## config.mk

```make
export PLATFORM = sky130hd
export DESIGN_NAME = knn_local_sp_arbiter
export DESIGN_NICKNAME = d
export VERILOG_FILES = /design/src/rtl/knn_local_pkg.sv /design/src/rtl/knn_rd_lat_pipe.sv /design/src/rtl/knn_local_sp_arbiter.sv
export SDC_FILE = /design/constraint.sdc
export NUM_CORES = 1
export LEC_CHECK = 0
export ABC_AREA = 0
export CORE_AREA = 5 5 418 420
export CTS_BUF_LIST = sky130_fd_sc_hd__clkbuf_16
export CTS_CLUSTER_DIAMETER = 150
export DETAILED_ROUTE_END_ITERATION = 10
export DIE_AREA = 0 0 423 425
export SYNTH_ARGS = -nofsm -noshare
export SYNTH_HDL_FRONTEND = slang
export SYNTH_SLANG_ARGS = --single-unit
```

## constraint.sdc

```tcl
create_clock -name clk -period 23.7 [get_ports clk]
set_input_delay 2.37 -clock clk [delete_from_list [all_inputs] [get_ports clk]]
set_output_delay 2.37 -clock clk [all_outputs]
set_load 0.05 [all_outputs]
```

## src/rtl/knn_local_pkg.sv

```systemverilog
// Shared widths and request types for the kNN local search-point buffer.
package knn_local_pkg;
    localparam int DATA_W = 256;
    localparam int DEPTH  = 2048;
    localparam int ADDR_W = 11;
    localparam int TAG_W  = 4;

    typedef logic [DATA_W-1:0] word_t;

    typedef struct packed {
        logic [ADDR_W-1:0] addr;
        logic [TAG_W-1:0]  tag;
    } rd_req_t;
endpackage

```

## src/rtl/knn_rd_lat_pipe.sv

```systemverilog
// Valid/tag shift register that mirrors the memory read latency and
// reports whether any read is still travelling through it.
module knn_rd_lat_pipe #(
    parameter int STAGES = 3,
    parameter int TAG_W  = 4
) (
    input  logic             clk,
    input  logic             reset,
    input  logic             in_valid,
    input  logic [TAG_W-1:0] in_tag,
    output logic             out_valid,
    output logic [TAG_W-1:0] out_tag,
    output logic             inflight
);
    logic [STAGES-1:0] valid_reg;
    logic [TAG_W-1:0]  tag_reg [STAGES];

    // Tags enter as zero with empty slots so the returned tag is already qualified.
    always_ff @(posedge clk or posedge reset) begin
        if (reset) begin
            valid_reg <= '0;
            for (int i = 0; i < STAGES; i++) begin
                tag_reg[i] <= '0;
            end
        end else begin
            valid_reg[0] <= in_valid;
            tag_reg[0]   <= in_valid ? in_tag : '0;
            for (int i = 1; i < STAGES; i++) begin
                valid_reg[i] <= valid_reg[i-1];
                tag_reg[i]   <= tag_reg[i-1];
            end
        end
    end

    assign out_valid = valid_reg[STAGES-1];
    assign out_tag   = tag_reg[STAGES-1];
    assign inflight  = |valid_reg;
endmodule

```

## src/rtl/knn_local_sp_arbiter.sv

```systemverilog
// Shares one single-port URAM between a sequential tile fill stream and
// random-address reads, blocking reads of words not yet written.
module knn_local_sp_arbiter
    import knn_local_pkg::*;
#(
    parameter int RD_LAT   = 2,
    parameter int MAX_WAIT = 8
) (
    input  logic              clk,
    input  logic              reset,
    input  logic              clear,
    input  logic              wr_valid,
    output logic              wr_ready,
    input  logic [DATA_W-1:0] wr_data,
    input  logic              rd_valid,
    output logic              rd_ready,
    input  logic [ADDR_W-1:0] rd_addr,
    input  logic [TAG_W-1:0]  rd_tag,
    output logic              rsp_valid,
    output logic [DATA_W-1:0] rsp_data,
    output logic [TAG_W-1:0]  rsp_tag,
    output logic [ADDR_W:0]   fill_count,
    output logic              full,
    output logic              rd_inflight,
    output logic [ADDR_W-1:0] mem_address0,
    output logic              mem_ce0,
    output logic              mem_we0,
    output logic [DATA_W-1:0] mem_d0,
    input  logic [DATA_W-1:0] mem_q0
);
    localparam int WAIT_W = $clog2(MAX_WAIT + 1);
    localparam logic [WAIT_W-1:0] WAIT_MAX = WAIT_W'(MAX_WAIT);
    localparam logic [ADDR_W:0]   FULL_CNT = (ADDR_W + 1)'(DEPTH);

    logic [ADDR_W:0]   fill_ptr_reg;
    logic [WAIT_W-1:0] wait_cnt_reg;
    logic [ADDR_W-1:0] mem_address0_reg;
    logic              mem_ce0_reg;
    logic              mem_we0_reg;
    word_t             mem_d0_reg;
    rd_req_t           rd_req;
    logic              full_int;
    logic              rd_elig;
    logic              wr_elig;
    logic              rd_grant;
    logic              wr_grant;
    logic              pipe_tag_unused;

    assign rd_req   = '{addr: rd_addr, tag: rd_tag};
    assign full_int = (fill_ptr_reg == FULL_CNT);
    // Only words already written in this tile may be read back.
    assign rd_elig  = rd_valid && ({1'b0, rd_req.addr} < fill_ptr_reg);
    assign wr_elig  = wr_valid && !full_int;

    always_comb begin
        rd_grant = 1'b0;
        wr_grant = 1'b0;
        if (!reset && !clear) begin
            if (rd_elig && (!wr_elig || wait_cnt_reg >= WAIT_MAX)) begin
                rd_grant = 1'b1;
            end else if (wr_elig) begin
                wr_grant = 1'b1;
            end
        end
    end

    always_ff @(posedge clk or posedge reset) begin
        if (reset) begin
            fill_ptr_reg     <= '0;
            wait_cnt_reg     <= '0;
            mem_address0_reg <= '0;
            mem_ce0_reg      <= 1'b0;
            mem_we0_reg      <= 1'b0;
            mem_d0_reg       <= '0;
        end else begin
            mem_ce0_reg <= wr_grant || rd_grant;
            mem_we0_reg <= wr_grant;
            if (wr_grant) begin
                mem_address0_reg <= fill_ptr_reg[ADDR_W-1:0];
                mem_d0_reg       <= wr_data;
            end else if (rd_grant) begin
                mem_address0_reg <= rd_req.addr;
            end

            if (clear) begin
                fill_ptr_reg <= '0;
                wait_cnt_reg <= '0;
            end else begin
                if (wr_grant) begin
                    fill_ptr_reg <= fill_ptr_reg + 1'b1;
                end
                if (rd_grant) begin
                    wait_cnt_reg <= '0;
                end else if (rd_elig && wait_cnt_reg < WAIT_MAX) begin
                    wait_cnt_reg <= wait_cnt_reg + 1'b1;
                end
            end
        end
    end

    knn_rd_lat_pipe #(
        .STAGES (RD_LAT + 1),
        .TAG_W  (TAG_W)
    ) u_lat_pipe (
        .clk       (clk),
        .reset     (reset),
        .in_valid  (rd_grant),
        .in_tag    (rd_req.tag),
        .out_valid (rsp_valid),
        .out_tag   (rsp_tag),
        .inflight  (rd_inflight)
    );

    assign pipe_tag_unused = 1'b0;
    assign rsp_data     = rsp_valid ? mem_q0 : '0;
    assign wr_ready     = wr_grant;
    assign rd_ready     = rd_grant;
    assign fill_count   = fill_ptr_reg;
    assign full         = full_int;
    assign mem_address0 = mem_address0_reg;
    assign mem_ce0      = mem_ce0_reg;
    assign mem_we0      = mem_we0_reg;
    assign mem_d0       = mem_d0_reg;
endmodule

```

# --- Word level (Yosys, flattened, before mapping) ---
# Index checks and enable logic that the tools add are counted.
word_totals:
  reg_bits: 300
  output_inout_bits: 546
  word_cells: 45
  inputBits: 532
op_classes:
  muxes: 14
  reduce_logical: 15
  n_lt_le_gt_ge: 3
  eq_ne: 1
  addsub: 2
op_table:
  columns: ["operator", "n"]
  rows:
  - ["256-bit 2-to-1 mux", 1]
  - ["12-bit 2-to-1 mux", 2]
  - ["11-bit 2-to-1 mux", 2]
  - ["4-bit 2-to-1 mux", 4]
  - ["12-bit by 1-bit adder with 12-bit output, second input constant", 1]
  - ["12-bit equality test, second input constant", 1]
  - ["11-bit by 12-bit < comparator with 1-bit output", 1]
  - ["1-bit logical AND", 5]
  - ["1-bit 2-to-1 mux", 5]
  - ["4-bit by 1-bit adder with 4-bit output, second input constant", 1]
  - ["4-bit greater-or-equal comparator, second input constant", 1]
  - ["1-bit logical NOT", 4]
  - ["4-bit < comparator, second input constant", 1]
  - ["2-bit nonzero test", 2]
  - ["3-bit nonzero test", 1]
  - ["3-bit OR reduction", 1]
  - ["1-bit logical OR", 2]

# --- Depth between registers and ports, before layout ---
# Gate-level depths: netlist of the first run.
logic_depth:
  depth_word: 10
  ltp_mapped: 11
  mapped_depth_nobuf: 9

# --- By module ---
# A second synthesis of the first run with hierarchy kept.
hier_totals:
  cells_unflattened: 1054
  hier_area_um2: 13728.2
by_module_without_submodules:
  columns: ["module", "area_each_um2", "seq_area_each_um2", "n_inst", "cells_each"]
  rows:
  - ["knn_local_sp_arbiter", 13287.7, 7131.8, 1, 1029]
  - ["knn_rd_lat_pipe", 440.4, 375.4, 1, 25]

# --- Worst setup path after synthesis of the first run ---
# OpenSTA, ideal clock, no wires.
synth_timing:
  kind: "input -> output"
  from: "in rd_addr[1]"
  to: "out rd_ready"
  slack_ns: 17.345
  arrival_ns: 3.985
  path_buffers: 1
  cell_stages: 7
  t_required_ns: 21.330
  cell_sequence: "ha_1 o21ai_0 nor2_1 o31ai_2 nand4_1 inv_1 buf_2"
synth_between:
  elab_chain_len: 5
synth_rtl:
  columns: ["item", "line_no", "rtl"]
  rows:
  - ["start, declared", "knn_local_sp_arbiter.sv:17", "input logic [ADDR_W-1:0] rd_addr,"]
  - ["11-bit by 12-bit < comparator with 1-bit output", "knn_local_sp_arbiter.sv:52", "assign rd_elig = rd_valid && ({1'b0, rd_req.addr} < fill_ptr_reg);"]
  - ["1-bit logical AND", "knn_local_sp_arbiter.sv:52", null]
  - ["1-bit logical AND", "knn_local_sp_arbiter.sv:59", "if (rd_elig && (!wr_elig || wait_cnt_reg >= WAIT_MAX)) begin"]
  - ["1-bit 2-to-1 mux", "knn_local_sp_arbiter.sv:59", null]
  - ["1-bit 2-to-1 mux", "knn_local_sp_arbiter.sv:58", "if (!reset && !clear) begin"]
  - ["end, declared", "knn_local_sp_arbiter.sv:16", "output logic rd_ready,"]
# Every way passes these cells.

# --- Final worst setup path of the first run ---
layout_timing:
  from: "in clear"
  to: "out wr_ready"
layout_between:
  elab_chain_len: 3
layout_rtl:
  columns: ["item", "line_no", "rtl"]
  rows:
  - ["start, declared", "knn_local_sp_arbiter.sv:11", "input logic clear,"]
  - ["1-bit logical NOT", "knn_local_sp_arbiter.sv:58", null]
  - ["1-bit logical AND", "knn_local_sp_arbiter.sv:58", null]
  - ["1-bit 2-to-1 mux", "knn_local_sp_arbiter.sv:58", null]
  - ["end, declared", "knn_local_sp_arbiter.sv:13", "output logic wr_ready,"]
# Every way passes these cells.

==> flow_summary_export.csv, run 1 <==
group,metric,value,unit
status,status,"finished clean",
sta,fmax,124,MHz
logic_synthesis,yosysSeqAreaShare,52.5,%
sta,fin_crit_sh,34.0,%
power,leakage,11.2,nW
logic_synthesis,ys_warn_count,0,
sta,relSlewSlack,20.6,%
cts,clockRootBuffer,"clkbuf_16",
cts,cts_resized,0,
sta,final.hold.worst_slack,0.347,ns
cts,cts_setup_buffers,0,
sta,setup_viol,0,
power,ir_drop,0.0498,mV
route,drt_iter0_markers,594,
worst_setup_path,crit_path_start,"clear",
sta,drv_slew,0,
route,vias,13704,
worst_setup_path,cp-end-kind,"output pin",
cells_and_area,synthToLayoutAreaGrowth,102,%
global_route,grt_pass1_vias,13700,
cts,htree_num_levels,2,
logic_synthesis,synth_area_leaders,"dfrtp_1 (52%), mux2_4 (22%), and2_1 (11%), mux2_2 (4.3%), buf_6 (1.7%)",
route,vias_per_cell,3.11,
floorplanning,die_h,425,um
placed_design,dpl.hpwl,149,mm
logic_synthesis,yosysTopAreaCellShare,52.5,%
global_route,grt_pass1_wl,195,mm
floorplanning,start_util,8.39,%
cells_and_area,largest_reg_flops,256,
cells_and_area,fin_cells,4413,
min_path,min_path_type,"reg -> reg",
global_route,antenna_found_initial,235,
global_route,grt_overflow_total,0,
global_route,grt_util_all_layers,17.5,%
min_path,worstHoldStart,"u_lat_pipe.tag_reg[4]$_DFF_PP0_",
cts,cts_tree,"done",
global_route,grt_max_degree,131,
run,maxCapViolCount,0,
power,power,2.26,mW
cts,path_clk_slew,0.06,ns
logic_synthesis,syn_avg_cell_area,13.8,um2
placed_design,gp_congestion,0.919,
route,route.detailed.drc,0,
sta,clock-skew-final,0.0394,ns
logic_synthesis,ys_types,41,
worst_setup_path,crit_fanout,48,
sta,finalHoldViolations,0,
worst_setup_path,critPathKind,"in -> out",
cts,cts_sinks,300,
floorplanning,die-area,180000,um2
logic_synthesis,syn_nets,1579,
logic_synthesis,synth-seq-cells,300,
logic_synthesis,synth_top_area_cell,"dfrtp_1",
worst_setup_path,critPathRequiredTime,21.33,ns
route,drt-pass1-iter-count,5,
cts,cts_buffers,42,
power,cellPowerDensity,78.2,nW/um2
sta,worstMarginPinSlew,1.19,ns
floorplanning,coreArea,171000,um2
logic_synthesis,postSynthCellCount,1033,
cells_and_area,utilization,17.0,%
floorplanning,die_x,423,um
route,antenna_left,0,
cells_and_area,final_common_cell,"clkdlybuf4s50_1",
cts,clk_path_buf_depth,3,
logic_synthesis,synth_area,14300,um2
sta,min_period,8.06,ns
route,postRouteWirelength,164,mm
floorplanning,io-pin-count,1078,
cells_and_area,final_cell_mix,"clkdlybuf4s50_1 (1076), dfrtp_1 (299), and2_1 (261), mux2_4 (207), mux2_2 (54)",
worst_setup_path,critPathArrivalTime,5.69,ns
cells_and_area,fin_nets,2642,
cells_and_area,drive_gt1_share,16.7,%
sta,rsz0062_at_grt,"no",
placed_design,dp.cells,4285,
sta,setup_tns,0,ns
floorplanning,placementRows,152,
route,wl_per_cell,37.1,um
worst_setup_path,r2r-start,"fill_count[9]$_DFFE_PP0P_",
placed_design,portBuffers,1077,
worst_setup_path,startpoint_type,"primary input",
cts,cts.hold.buffers_added,0,
cts,insertion_delay,0.62,ns
worst max-delay path: stages:
cell	delay (ns)
clkdlybuf4s50_1	0.83
nor2_1	0.36
and3_1	0.41
nand2_2	0.30
inv_8	0.39
clkdlybuf4s50_1	0.91
Yosys cell counts:
master and n:
a211oi_1 1, a21oi_1 7, a31o_2 1, a31oi_2 1, a31oi_4 1, and2_1 261, and3_1 6, and4_1 1
buf_2 7, buf_4 4, buf_6 22, buf_8 2, clkbuf_1 32, dfrtp_1 300, ha_1 14, inv_1 18
inv_2 1, mux2_2 54, mux2_4 207, mux2i_1 1, nand2_1 7, nand2_2 1, nand2b_1 10, nand3_1 7
nand3_2 1, nand3_4 1, nand4_1 5, nand4b_1 1, nor2_1 16, nor3_1 10, nor3b_1 1, nor3b_2 1
nor4_1 1, nor4b_2 2, o21ai_0 7, o221a_2 11, o31ai_1 2, o31ai_2 1, or3_1 5, xnor2_1 1
xor2_1 1
metrics by stage:
stage	setup WS, ns	cell area, um2
final	15.64	29000
after floorplan	13.04	14300
after global routing	15.49	28900
after CTS	15.67	28800
after global placement	15.72	27500
after detailed placement	15.65	27500
metal layers:
metal	global-route usage [%]	share of wire (%)	up-vias	wire, um
met2	40.4	64	814	104000
met4	3.56	3.2	90	5200
met3	6.85	8.4	446	13800
li1	-	-	5730	-
met5	0	0.36	-	595
met1	12.4	25	6624	40200
logic make-up after synthesis:
group	count (synthesis)	share of synthesized area [%]
simple gates	337	14.5
flops	300	52.5
mux	262	26.0
buf+inv	86	3.73
compound gates	32	1.90
fa+ha+maj	14	1.22
xor+xnor	2	0.122
where the power goes:
group | leakage (nW) | switching (mW) | total, mW | internal (mW)
combinational | 6.93 | 0.599 | 0.964 | 0.365
clock | 0.670 | 0.265 | 0.621 | 0.356
sequential | 3.62 | 0.0686 | 0.680 | 0.611
area by class of cell:
class	count	area, um2
antenna	56	140
clock buffer	42	1050
clock inverter	30	255
fill	18707	142000
inverter	19	86.3
multi-input combinational	647	6260
sequential	300	7510
tap	2233	2790
timing repair buffer	1086	10900
final timing paths:
path                                                   endpoint  slack (ns)  cells past startpoint
min in group asynchronous               mem_d0[198]$_DFFE_PP0P_        2.28                      2
max in group asynchronous               mem_d0[145]$_DFFE_PP0P_       19.24                      4
worst max register to register           mem_d0[61]$_DFFE_PP0P_       19.77                     10
worst min-delay path            u_lat_pipe.out_tag[0]$_DFF_PP0_        0.35                      0
worst max-delay path                                   wr_ready       15.64                      6
worst min register to register  u_lat_pipe.out_tag[0]$_DFF_PP0_        0.35                      0
No activity file was read; power rests on OpenSTA's default activity.
==> inputs of run 2 (changes only) <==
Settings changed: CORE_AREA 5 5 418 420 to 5 5 417 419, DIE_AREA 0 0 423 425 to 0 0 422 424.
Clock period 23.7 ns to 8.3 ns, I/O delays scaled along.
==> run 2 against run 1 <==
- total power rose to 2.9 times the previous value
- design area up 0.24%
- clock skew up 0.0060 ns
- sequential share of layout area down 0.063 points
- first-iteration DRC count up 2.9%
- wire length down 3.7%
- critical endpoint unchanged
==> flow_summary_export.csv, run 2 (synthesis gave the netlist of run 1 again) <==
group,metric,value,unit
status,status,"finished clean",
floorplanning,die_x,422,um
cells_and_area,synthToLayoutAreaGrowth,103,%
sta,setup_viol,0,
route,wl_per_cell,35.8,um
cells_and_area,largest_reg_flops,256,
cts,htree_num_levels,2,
global_route,grt_util_all_layers,16.9,%
worst_setup_path,cp-end-kind,"output pin",
cts,cts_tree,"done",
route,drt_iter0_markers,611,
cts,cts.hold.buffers_added,0,
route,drt-pass1-iter-count,4,
route,postRouteWirelength,158,mm
route,antenna_left,0,
worst_setup_path,critPathKind,"in -> out",
cts,clockRootBuffer,"clkbuf_16",
placed_design,gp_congestion,0.952,
worst_setup_path,rrSetupSlack,3.79,ns
sta,finalHoldViolations,0,
run,maxCapViolCount,0,
power,cellPowerDensity,224,nW/um2
placed_design,dpl.hpwl,143,mm
cts,cts_setup_buffers,0,
cts,cts_resized,0,
min_path,hold_end,"u_lat_pipe.out_tag[1]$_DFF_PP0_",
worst_setup_path,rr_endpoint,"mem_d0[4]$_DFFE_PP0P_",
worst_setup_path,crit_slowest_cell,"clkdlybuf4s50_1",
sta,rsz0062_at_grt,"no",
power,ir_drop,0.161,mV
sta,relSlewSlack,22.0,%
sta,setup_tns,0,ns
placed_design,portBuffers,1077,
min_path,min_path_type,"reg -> reg",
min_path,worstHoldStart,"u_lat_pipe.tag_reg[5]$_DFF_PP0_",
floorplanning,die_h,424,um
floorplanning,coreArea,170000,um2
worst_setup_path,critPathRequiredTime,7.47,ns
global_route,grt_pass1_wl,191,mm
sta,min_period,5.09,ns
route,vias_per_cell,3.05,
worst_setup_path,r2r-start,"fill_count[9]$_DFFE_PP0P_",
global_route,grt_overflow_total,0,
route,vias,13442,
sta,clock-skew-final,0.0454,ns
global_route,antenna_found_initial,180,
worst_setup_path,cpPeakStageDelay,0.93,ns
sta,fin_crit_sh,61.3,%
cells_and_area,fin_nets,2643,
min_path,worstHoldPathCells,0,
cts,clk_path_buf_depth,3,
sta,worstMarginPinSlew,1.17,ns
cells_and_area,drive_gt1_share,16.5,%
power,leakage,11.2,nW
worst_setup_path,rr_worst_depth,11,
global_route,grt_max_degree,201,
cells_and_area,final_cell_mix,"clkdlybuf4s50_1 (1076), dfrtp_1 (299), and2_1 (261), mux2_4 (207), mux2_2 (54)",
cells_and_area,utilization,17.1,%
cts,insertion_delay,0.65,ns
worst_setup_path,cp_top_family,"buffers and inverters",
floorplanning,placementRows,152,
worst_setup_path,crit_fanout,68,
global_route,grt_pass1_vias,13783,
worst_setup_path,critPathArrivalTime,4.26,ns
sta,fmax,197,MHz
floorplanning,io-pin-count,1078,
floorplanning,start_util,8.40,%
worst_setup_path,startpoint_type,"primary input",
worst_setup_path,crit_buf_inv,3,
cells_and_area,final_common_cell,"clkdlybuf4s50_1",
worst_setup_path,crit_top_cell,"clkdlybuf4s50_1",
cts,path_clk_slew,0.05,ns
worst_setup_path,cp_cell_sequence,"clkdlybuf4s50_1 -> ha_1 -> a211oi_1 -> nor3_1 -> a31oi_4 -> nand3_4 -> nand2_2 -> inv_8 -> clkdlybuf4s50_1",
cts,cts_sinks,300,
sta,drv_slew,0,
route,route.detailed.drc,0,
floorplanning,die-area,179000,um2
cts,cts_buffers,43,
-- run 2: cell types whose count changed in the layout (fill, tap and decap cells not counted), moves of 2 or more --
cell	change
diode_2	-16
clkinv_1	+9
clkinv_2	-5
inv_6	-3
buf_12	+2
buf_4	-2
inv_1	-2
-- run 2: per-layer routing --
metal	vias to the layer above	share of wire [%]	GRT usage [%]
li1	5683	-	-
met1	6623	29	13.7
met2	705	60	36.8
met3	349	8.1	6.78
met4	82	2.9	3.72
met5	-	0.33	0
-- run 2: report_power, final --
group / internal (mW) / leakage (nW) / switching [mW] / total (mW)
clock: 1.08 / 0.692 / 0.788 / 1.86
sequential: 1.75 / 3.62 / 0.186 / 1.93
combinational: 1.04 / 6.93 / 1.68 / 2.72
total: 3.86 / 11.2 / 2.65 / 6.51
-- run 2: layout make-up --
cell class                      instances  area (um2)
Antenna cell                           40         100
Clock inverter                         33         319
Inverter                               19        82.6
Fill cell                           18740      141000
Tap cell                             2233        2790
Clock buffer                           43        1080
Multi-Input combinational cell        647        6260
Timing Repair Buffer                 1086       10900
Sequential cell                       300        7510
-- run 2: stage by stage --
step | power [mW] | worst slack, ns | cells | cell area, um2 | hold WS [ns]
2_1_floorplan | 3.41 | 3.48 | 1033 | 14300 | 0.331
3_3_place_gp | 4.74 | 3.09 | 4285 | 27500 | 0.336
3_5_place_dp | 4.76 | 3.10 | 4285 | 27500 | 0.335
4_1_cts | 6.68 | 3.18 | 4361 | 28900 | 0.351
5_1_grt | 6.76 | 3.01 | 4365 | 28900 | 0.354
6_report | 6.51 | 3.21 | 4401 | 29000 | 0.350
-- run 2: how the worst max path moves through the flow --
stage / slack, ns / to / depth (start not counted) / startpoint
after floorplan: 3.48 / fill_count[0]$_DFFE_PP0P_ / 1 / reset
after global placement: 3.09 / mem_d0[250]$_DFFE_PP0P_ / 11 / rd_addr[9]
after detailed placement: 3.10 / mem_d0[252]$_DFFE_PP0P_ / 11 / rd_addr[9]
after CTS: 3.18 / wr_ready / 9 / fill_count[9]$_DFFE_PP0P_
after global routing: 3.01 / wr_ready / 9 / fill_count[9]$_DFFE_PP0P_
final: 3.21 / wr_ready / 9 / rd_addr[9]
-- run 2: worst register-to-register path: stages (launching register included) --
cell	delay, ns
dfrtp_1	0.47
inv_1	0.17
ha_1	0.33
a211oi_1	0.08
nor3_1	0.60
a31oi_4	0.09
nand3_4	0.14
nand2_2	0.22
inv_8	0.49
buf_4	0.65
buf_4	0.75
mux2_4	0.42
==> inputs of run 3 (changes only) <==
Settings changed: CORE_AREA 5 5 417 419 to 5 5 418 420, DIE_AREA 0 0 422 424 to 0 0 423 425.
Clock period 8.3 ns to 4.1 ns, I/O delays scaled along.
==> run 3 against run 2 <==
- clock-buffer cell count decreased by 4
- cell count about the same
- sequential cell count stayed put
- core utilization about the same
- highest routed layer unchanged
==> flow_summary_export.csv, run 3 (synthesis gave the netlist of run 1 again) <==
group,metric,value,unit
sta,setup_ws,0.378,ns
cells_and_area,final_cell_mix,"clkdlybuf4s50_1 (1071), dfrtp_1 (299), and2_1 (261), mux2_4 (207), mux2_2 (54)",
sta,fin_crit_sh,90.8,%
route,vias,13456,
global_route,grt_overflow_total,0,
route,vias_per_cell,3.06,
cts,path_clk_slew,0.06,ns
worst_setup_path,rr_worst_depth,11,
global_route,grt_util_all_layers,16.3,%
power,leakage,11.3,nW
sta,setup_viol,0,
route,antenna_left,0,
worst_setup_path,cp_cell_sequence,"inv_1 -> ha_1 -> a211oi_1 -> nor3_1 -> a31oi_4 -> nand3_4 -> nand2_2 -> inv_8 -> buf_12 -> buf_12",
sta,rsz0062_at_grt,"no",
sta,min_period,3.72,ns
worst_setup_path,critPathArrivalTime,3.31,ns
worst_setup_path,rrSetupSlack,0.93,ns
route,wl_per_cell,34.9,um
route,postRouteWirelength,154,mm
cts,htree_num_levels,2,
placed_design,detailedPlace.worstSlack,0.585,ns
sta,fmax,269,MHz
sta,clock-skew-final,0.0247,ns
power,ir_drop,0.316,mV
cells_and_area,synthToLayoutAreaGrowth,103,%
route,drt_iter0_markers,675,
sta,setup_tns,0,ns
run,maxCapViolCount,0,
floorplanning,die-area,180000,um2
global_route,grt_pass1_vias,13510,
worst_setup_path,crit_top_cell,"buf_12",
floorplanning,placementRows,152,
power,cellPowerDensity,439,nW/um2
status,status,"finished clean",
cells_and_area,final_common_cell,"clkdlybuf4s50_1",
cts,cts_resized,0,
worst_setup_path,path_depth,10,
cells_and_area,drive_gt1_share,17.4,%
cells_and_area,fin_nets,2650,
global_route,antenna_found_initial,188,
cts,insertion_delay,0.60,ns
worst_setup_path,startpoint_type,"flop",
min_path,worstHoldPathCells,0,
placed_design,portBuffers,1077,
min_path,min_path_type,"reg -> reg",
sta,drv_slew,0,
worst_setup_path,cpPeakStageDelay,0.51,ns
floorplanning,io-pin-count,1078,
worst_setup_path,crit_buf_inv,4,
cts,clockRootBuffer,"clkbuf_16",
floorplanning,coreArea,171000,um2
placed_design,gp_congestion,0.934,
cts,cts_sinks,300,
cts,cts_tree,"done",
floorplanning,die_h,425,um
worst_setup_path,crit_fanout,54,
route,drt-pass1-iter-count,4,
worst_setup_path,critPathRequiredTime,3.69,ns
cts,cts.hold.buffers_added,0,
route,route.detailed.drc,0,
worst_setup_path,cp_top_family,"simple AND/OR/NAND/NOR gates",
cells_and_area,largest_reg_flops,256,
cts,cts_buffers,39,
sta,worstMarginPinSlew,0.963,ns
cts,cts_setup_buffers,0,
worst_setup_path,crit_slowest_cell,"nor3_1",
cts,clk_path_buf_depth,3,
worst_setup_path,critPathKind,"reg -> out",
floorplanning,start_util,8.39,%
sta,relSlewSlack,35.6,%
global_route,grt_pass1_wl,184,mm
floorplanning,die_x,423,um
placed_design,dpl.hpwl,141,mm
worst_setup_path,cp-end-kind,"output pin",
global_route,grt_max_degree,104,
sta,finalHoldViolations,0,
==> run 3: cell types whose count changed in the layout (fill, tap and decap cells not counted), sizes merged <==
| cell | delta |
|---|---|
| buf | +16 |
| clkdlybuf4s50 | -5 |
| clkbuf | -4 |
| bufinv | -3 |
| diode | -2 |
| inv | +2 |
| clkinv | -1 |
==> run 3: layer usage <==
layer	global-route usage [%]	vias up	part of all wire, %	wire length (um)
met5	0	-	0.38	590
met4	4.01	88	3.5	5440
met3	5.82	379	7.6	11700
met2	37.2	762	63	96300
met1	12.0	6532	26	39500
li1	-	5695	-	-
==> run 3: worst paths after layout <==
kind	to	startpoint
min	u_lat_pipe.tag_reg[5]$_DFF_PP0_	u_lat_pipe.tag_reg[9]$_DFF_PP0_
max reg2reg	mem_d0[120]$_DFFE_PP0P_	fill_count[9]$_DFFE_PP0P_
min reg2reg	u_lat_pipe.tag_reg[5]$_DFF_PP0_	u_lat_pipe.tag_reg[9]$_DFF_PP0_
max	wr_ready	fill_count[9]$_DFFE_PP0P_
min in group asynchronous	wait_cnt_reg[3]$_DFFE_PP0P_	reset
max in group asynchronous	mem_d0[18]$_DFFE_PP0P_	reset
==> run 3: through the flow <==
| stage | area, um2 | util, % | power (mW) | cells | hold WS, ns |
|---|---|---|---|---|---|
| global route | 28900 | 17.0 | 13.2 | 4373 | 0.346 |
| floorplan | 14300 | - | 6.90 | 1033 | 0.331 |
| detailed placement | 27700 | 16.3 | 9.64 | 4296 | 0.339 |
| finish | 29000 | 17.0 | 12.8 | 4404 | 0.349 |
| global placement | 27700 | 16.3 | 9.60 | 4296 | 0.331 |
| CTS | 28900 | 17.0 | 13.1 | 4366 | 0.328 |
==> run 3: cell type report <==
type | count | area (um2)
Clock buffer | 39 | 976
Inverter | 19 | 82.6
Timing Repair Buffer | 1097 | 11100
Multi-Input combinational cell | 647 | 6260
Fill cell | 18725 | 142000
Tap cell | 2233 | 2790
Sequential cell | 300 | 7510
Antenna cell | 38 | 95.1
Clock inverter | 31 | 224
==> run 3: power by group <==
part           total [mW]  internal [mW]  switching [mW]
combinational        5.47           2.12            3.35
sequential           3.98           3.53           0.444
clock                3.31           1.83            1.48
